**config.mk**
```make
export PLATFORM = sky130hd
export DESIGN_NAME = uart_tx_param
export DESIGN_NICKNAME = d
export VERILOG_FILES = /design/src/rtl/uart_tx_param.sv
export SDC_FILE = /design/constraint.sdc
export NUM_CORES = 1
export LEC_CHECK = 0
export ABC_CLOCK_PERIOD_IN_PS = 2300
export BUFFER_PORTS_ARGS = -buffer_cell sky130_fd_sc_hd__buf_2
export CAP_MARGIN = 5
export CORE_MARGIN = 2
export CORE_UTILIZATION = 42
export DETAILED_ROUTE_END_ITERATION = 7
export PLACE_DENSITY = 0.71
export SKIP_LAST_GASP = 1
export SLEW_MARGIN = 20
export SYNTH_ARGS = -nofsm -noshare
export SYNTH_HDL_FRONTEND = slang
export SYNTH_SLANG_ARGS = --single-unit
```
**constraint.sdc**
```tcl
create_clock -name CLK -period 2.3 [get_ports CLK]
set_input_delay 0.115 -clock CLK [delete_from_list [all_inputs] [get_ports CLK]]
set_output_delay 0.115 -clock CLK [all_outputs]
set_load 0.1 [all_outputs]
```
**src/rtl/uart_tx_param.sv**
```systemverilog
// Parametrised UART transmitter: valid/ready input, programmable baud divider,
// 5..9 data bits in either order, optional even/odd parity, one or two stop bits.
module uart_tx_param #(
    parameter int DATA_WIDTH   = 8,
    parameter int CLKS_PER_BIT = 16,
    parameter int MSB_FIRST    = 1,
    parameter int PARITY       = 0,
    parameter int STOP_BITS    = 1
) (
    input  logic                  CLK,
    input  logic                  ASYNCRESET,
    input  logic                  valid,
    input  logic [DATA_WIDTH-1:0] data,
    output logic                  ready,
    output logic                  O,
    output logic                  busy
);

    localparam int BAUD_W = (CLKS_PER_BIT > 1) ? $clog2(CLKS_PER_BIT) : 1;
    localparam int BIT_W  = (DATA_WIDTH > 1) ? $clog2(DATA_WIDTH) : 1;

    localparam logic [BAUD_W-1:0] BAUD_LAST  = BAUD_W'(CLKS_PER_BIT - 1);
    localparam logic [BIT_W-1:0]  BIT_LAST   = BIT_W'(DATA_WIDTH - 1);
    localparam logic              STOP_LAST  = (STOP_BITS == 2);
    localparam logic              HAS_PARITY = (PARITY != 0);
    localparam logic              ODD_PARITY = (PARITY == 2);

    typedef enum logic [2:0] {
        S_IDLE   = 3'd0,
        S_START  = 3'd1,
        S_DATA   = 3'd2,
        S_PARITY = 3'd3,
        S_STOP   = 3'd4
    } state_t;

    state_t                r_state;
    logic [BAUD_W-1:0]     r_baud;
    logic [BIT_W-1:0]      r_bit;
    logic                  r_stop;
    logic [DATA_WIDTH-1:0] r_shift;
    logic                  r_parity;
    logic                  r_o;

    state_t                w_state_next;
    logic [BAUD_W-1:0]     w_baud_next;
    logic [BIT_W-1:0]      w_bit_next;
    logic                  w_stop_next;
    logic [DATA_WIDTH-1:0] w_shift_next;
    logic                  w_parity_next;
    logic                  w_o_next;
    logic                  w_baud_end;
    logic [BAUD_W-1:0]     w_baud_inc;
    logic [DATA_WIDTH-1:0] w_shift_adv;
    logic                  w_data_parity;
    logic                  w_tx_bit;

    assign w_baud_end    = (r_baud == BAUD_LAST);
    assign w_baud_inc    = w_baud_end ? '0 : r_baud + BAUD_W'(1);
    assign w_data_parity = ODD_PARITY ? ~(^data) : (^data);

    // The bit on the line always sits at the same end of the shift register;
    // advancing to the next data bit shifts it towards that end.
    assign w_shift_adv = (MSB_FIRST != 0) ? {r_shift[DATA_WIDTH-2:0], 1'b0}
                                          : {1'b0, r_shift[DATA_WIDTH-1:1]};
    assign w_tx_bit    = (MSB_FIRST != 0) ? w_shift_next[DATA_WIDTH-1]
                                          : w_shift_next[0];

    always_comb begin
        w_state_next  = r_state;
        w_baud_next   = r_baud;
        w_bit_next    = r_bit;
        w_stop_next   = r_stop;
        w_shift_next  = r_shift;
        w_parity_next = r_parity;
        case (r_state)
            S_IDLE: begin
                w_baud_next = '0;
                if (valid) begin
                    w_state_next  = S_START;
                    w_shift_next  = data;
                    w_parity_next = w_data_parity;
                    w_bit_next    = '0;
                    w_stop_next   = 1'b0;
                end
            end
            S_START: begin
                w_baud_next = w_baud_inc;
                if (w_baud_end) begin
                    w_state_next = S_DATA;
                    w_bit_next   = BIT_LAST;
                end
            end
            S_DATA: begin
                w_baud_next = w_baud_inc;
                if (w_baud_end) begin
                    if (r_bit == '0) begin
                        w_state_next = HAS_PARITY ? S_PARITY : S_STOP;
                        w_stop_next  = 1'b0;
                    end else begin
                        w_bit_next   = r_bit - BIT_W'(1);
                        w_shift_next = w_shift_adv;
                    end
                end
            end
            S_PARITY: begin
                w_baud_next = w_baud_inc;
                if (w_baud_end) begin
                    w_state_next = S_STOP;
                    w_stop_next  = 1'b0;
                end
            end
            S_STOP: begin
                w_baud_next = w_baud_inc;
                if (w_baud_end) begin
                    if (r_stop == STOP_LAST) begin
                        w_state_next = S_IDLE;
                    end else begin
                        w_stop_next = r_stop + 1'b1;
                    end
                end
            end
            default: begin
                w_state_next = S_IDLE;
                w_baud_next  = '0;
            end
        endcase
    end

    // O is registered from the next state so the start bit appears the cycle after accept.
    always_comb begin
        w_o_next = 1'b1;
        case (w_state_next)
            S_START:  w_o_next = 1'b0;
            S_DATA:   w_o_next = w_tx_bit;
            S_PARITY: w_o_next = w_parity_next;
            default:  w_o_next = 1'b1;
        endcase
    end

    always_ff @(posedge CLK or posedge ASYNCRESET) begin
        if (ASYNCRESET) begin
            r_state  <= S_IDLE;
            r_baud   <= '0;
            r_bit    <= '0;
            r_stop   <= 1'b0;
            r_shift  <= '0;
            r_parity <= 1'b0;
            r_o      <= 1'b1;
        end else begin
            r_state  <= w_state_next;
            r_baud   <= w_baud_next;
            r_bit    <= w_bit_next;
            r_stop   <= w_stop_next;
            r_shift  <= w_shift_next;
            r_parity <= w_parity_next;
            r_o      <= w_o_next;
        end
    end

    assign ready = (r_state == S_IDLE);
    assign busy  = (r_state != S_IDLE);
    assign O     = r_o;

endmodule
```
# ---- Word level (Yosys, flattened, before mapping)
# Index checks and enable logic that the tools add are counted.
dict set report op_classes {
  add_sub_neg 3
  eq_ne 15
  mux 29
  n_reduce_logical 11
}
# cell count
set op_table {}
lappend op_table {{$mux W3} 11}
lappend op_table {{$mux W8} 3}
lappend op_table {{$pmux W8 S2} 1}
lappend op_table {{$pmux W3 S5} 1}
lappend op_table {{$ne A2 B2 Y1 const B} 7}
lappend op_table {{$eq A3 B2 Y1 const B} 4}
lappend op_table {{$pmux W3 S3} 1}
lappend op_table {{$mux W1} 8}
lappend op_table {{$mux W4} 2}
lappend op_table {{$reduce_xor A8 Y1} 1}
lappend op_table {{$eq A3 B1 Y1 const B} 2}
lappend op_table {{$logic_not A3 Y1} 2}
lappend op_table {{$reduce_and A6 Y1} 1}
lappend op_table {{$reduce_bool A3 Y1} 2}
lappend op_table {{$reduce_and A5 Y1} 1}
lappend op_table {{$add A4 B1 Y4 const B} 1}
lappend op_table {{$eq A4 B4 Y1 const B} 1}
lappend op_table {{$pmux W1 S4} 1}
lappend op_table {{$reduce_and A4 Y1} 1}
lappend op_table {{$reduce_bool A4 Y1} 1}
lappend op_table {{$reduce_or A4 Y1} 1}
lappend op_table {{$eq A3 B3 Y1 const B} 1}
lappend op_table {{$pmux W1 S3} 1}
lappend op_table {{$sub A3 B1 Y3 const B} 1}
lappend op_table {{2 further kinds} 2}
dict set report word_totals {
  reg_bits 21
  inputBits 11
  output_inout_bits 3
  elab_cells 66
}

# ---- Depth between registers and ports, before layout
dict set report depth {
  depth_word 6
  mapped_depth 9
  depth_no_buf 7
}

# ---- Least setup slack after synthesis
# OpenSTA, ideal clock, no wires.
dict set report synth_path {
  path_type {flip-flop to output port}
  start {register r_state[0]}
  end {output port ready}
  arrival_time_ns 2.060
  required_time_ns 2.185
  slack_ns 0.125
  stages_incl_launch_ff 4
  n_path_buf 1
  cell_sequence {dfrtp_1 -> buf_2 -> or3_1 -> inv_1}
}
dict set report synth_via {
  elab_chain_cells 1
}
# item line_no
set synth_rtl {}
lappend synth_rtl {{start, declared} 36} ;# state_t r_state;
lappend synth_rtl {{start signal, assigned} 150} ;# r_state <= w_state_next;
lappend synth_rtl {{$logic_not A3 Y1} 160} ;# assign ready = (r_state == S_IDLE);
lappend synth_rtl {{end, declared} 14} ;# output logic ready,
# No other way between the ends.

# ---- Worst setup path in the final report
dict set report layout_path {
  start {register r_baud[0]}
  end {register r_bit[2]}
}
dict set report layout_via {
  elab_chain_cells 3
  elab_cells_between_ends 4
  cone_classes {eq/ne (3); reduce/logical (1)}
}
# item line_no
set layout_rtl {}
lappend layout_rtl {{start, declared} 37} ;# logic [BAUD_W-1:0] r_baud;
lappend layout_rtl {{start signal, assigned} 151} ;# r_baud <= w_baud_next;
lappend layout_rtl {{$eq A4 B4 Y1 (*)} 57} ;# assign w_baud_end = (r_baud == BAUD_LAST);
lappend layout_rtl {{$ne A2 B2 Y1 (no line)} n/a}
lappend layout_rtl {{$reduce_and A5 Y1 (no line) (*)} n/a}
lappend layout_rtl {{end signal, assigned} 152} ;# r_bit <= w_bit_next;
lappend layout_rtl {{end, declared} 38} ;# logic [BIT_W-1:0] r_bit;
# Mark *: on every way between the ends. The rest lies on a longest branch, timed or not.
# A chain may end at the register's enable or synchronous reset.

==> results.sh <==
export IMPL_outcome="complete, no violations"
export IMPL_vdd_ir_drop_worst_uv=723.6
export IMPL_ys_seq_elements=20
export IMPL_ant_nets=0
export IMPL_multi_input_area_um2=529.3
export IMPL_cts_buffers=3
export IMPL_critPathArrivalTime_ns=2.11
export IMPL_cap_violations=0
export IMPL_synth_fp_nets=122
export IMPL_startpoint_type="flip-flop"
export IMPL_layout_worst_path_cycle_share_pct=83.01
export IMPL_synth_cell_types=34
export IMPL_hold_class="primary input to flip-flop"
export IMPL_coreArea_mm2=0.002477
export IMPL_p_per_area_mw_per_mm2=1260
export IMPL_placed_area_mm2=0.001171
export IMPL_layout_common_cells="dfrtp_1, buf_2, nand2_1"
export IMPL_drtIter0Drc=28
export IMPL_netlist_area_leader_share_pct=43.48
export IMPL_netlist_area_mm2=0.001094
export IMPL_hold_viol_final=0
export IMPL_synth_edf_count=0
export IMPL_synthCells=108
export IMPL_finalSetupTns_ns=0
export IMPL_final_core_util_pct=48.74
export IMPL_final_cells=153
export IMPL_cp_end_kind="flip-flop"
export IMPL_cts_sinks=20
export IMPL_ys_async_sr_fraction_pct=100.0
export IMPL_route_detailed_drc=0
export IMPL_io_pins=14
export IMPL_fin_ws_ns=0.3907
export IMPL_antenna_found_initial=0
export IMPL_synthFlopType="dfrtp_1"
export IMPL_grt_pass1_vias=737
export IMPL_critical_path_required_ns=2.50
export IMPL_routed_via_density=5.294
export IMPL_drt_first_pass_iters=4
export IMPL_fillerInstances=238
export IMPL_regArea_um2=501.7
export IMPL_avgSynthCellArea_um2=10.13
export IMPL_setup_viol=0
export IMPL_holdWs_ns=0.06458
export IMPL_cts_tree="yes"
export IMPL_final_common_cell="dfrtp_1"
export IMPL_grt_use_total_pct=14.96
export IMPL_row_count=18
export IMPL_place_ws_ns=0.3958
export IMPL_drt_wirelength_per_cell_um=13.40
export IMPL_final_net_count=138
export IMPL_areaGrowthSynthToFinish_pct=10.41
export IMPL_die_w_um=55.03
export IMPL_clock_latency_ns=0.31
export IMPL_cts_max_path_buffers=2
export IMPL_dieArea_mm2=0.003028
export IMPL_finalMaxSlewViolations=0
export IMPL_dpl_hpwl_um=1552
export IMPL_placed_cells=148
export IMPL_grt_pass1_wl_um=3222
export IMPL_drive_above_1_share_pct=21.14
export IMPL_n_antenna_cell=0
export IMPL_gp_congestion=0.8290
export IMPL_fmax_mhz=523.7
export IMPL_fin_area_mm2=0.001207
export IMPL_total_power_mw=1.521
export IMPL_dr_total_vias=810
export IMPL_globalRoute_totalOverflow=0
export IMPL_synth_warnings=0
export IMPL_finalCriticalPeriod_ns=1.909
export IMPL_synthTopCellsByArea="dfrtp_1, xnor2_1, a22oi_1, ha_1, o21ai_1"
export IMPL_yosysSeqAreaShare_pct=45.88
export IMPL_rsz0062_at_grt="false"
export IMPL_relSlewSlack_pct=50.17
export IMPL_wl_um=2050
export IMPL_crit_type="flip-flop to flip-flop"
export IMPL_p_leak_nw=0.5447
export IMPL_portBuffers=13
export IMPL_cts_resized=0
export IMPL_initial_core_util_pct=44.14
export IMPL_cts_root_buf="clkbuf_4"
export IMPL_htree_levels=1
export IMPL_die_h_um=55.03
export IMPL_clk_pin_slew_ns=0.12
export IMPL_synth_top_area_cell="dfrtp_1"
export IMPL_grt_max_degree=21
export IMPL_worst_pin_slew_ns=0.7466
export IMPL_clock_skew_ns=0.01282
export IMPL_crit_fanout=15
-- cell families (layout without fill, tap and decap cells) --
logic type,after synthesis,count (layout),share of synthesized area [%]
xor gates and xnor gates,8,8,6.408
buffers and inverters,12,27,5.720
DFF,20,20,45.88
muxes,1,1,0.9154
AOI/OAI and AO/OA,33,33,21.17
and+or+nand+nor,31,31,16.48
adders and majority gates,3,3,3.433
-- worst paths after layout --
check	start	endpoint	slack (ns)	cells after the start
worst min register to register	r_shift[2]	r_shift[2]	0.51	2
worst max register to register	r_baud[0]	r_bit[2]	0.39	6
worst max-delay path	r_baud[0]	r_bit[2]	0.39	6
min in group asynchronous	ASYNCRESET	r_state[1]	0.47	3
max in group asynchronous	ASYNCRESET	r_shift[7]	1.35	3
worst min-delay path	data[0]	r_shift[0]	0.06	2
-- flip-flops by register name (all words and copies together) (netlist names) --
signal / flops
O: 1
r_baud: 4
r_shift: 8
r_parity: 1
r_bit: 3
r_state: 3
-- worst max-delay path, cell delays in order, from the launching register on --
cell and delay (ns):
dfrtp_1 0.42, ha_1 0.26, and3_4 0.18, and3_4 0.20
o21ai_4 0.38, nor2_1 0.08, o32a_1 0.29
-- final cells by class --
cell class,instances,share of cell area (%)
Clock buffer,4,2.176
Inverter,8,2.487
Multi-Input combinational cell,76,43.83
Sequential cell,20,41.55
Tap cell,30,3.109
Timing Repair Buffer,15,6.839
-- Yosys cell counts (2+ instances only) --
| cell | count |
|---|---|
| dfrtp_1 | 19 |
| nand2_1 | 9 |
| inv_1 | 8 |
| xnor2_1 | 8 |
| o21ai_1 | 7 |
| a22oi_1 | 6 |
| o21ai_0 | 6 |
| a21oi_1 | 5 |
| nor2_1 | 5 |
| a22o_1 | 3 |
| ha_1 | 3 |
| nor2b_1 | 3 |
| and3_4 | 2 |
| buf_6 | 2 |
| nand3_1 | 2 |
| nor3_1 | 2 |
-- where the power goes --
group          internal, mW  total [mW]  switching, mW
combinational         0.266       0.702          0.435
clock                0.0677       0.175          0.108
sequential            0.511       0.644          0.133
total                 0.845        1.52          0.676
-- what timing repair did --
item / in CTS / in global routing
hold buffers: 1 / 0
hold endpoints to repair: 19 / 0
buffers inserted: 0 / 0
-- layer usage --
layer	share of wire, %	up-vias	track usage, %
met3	4.3	0	4.839
met5	0	-	0
met1	47	390	20.07
met2	49	12	24.01
met4	0	0	2.439
li1	-	408	-
Power figures use the tool's default switching activity.
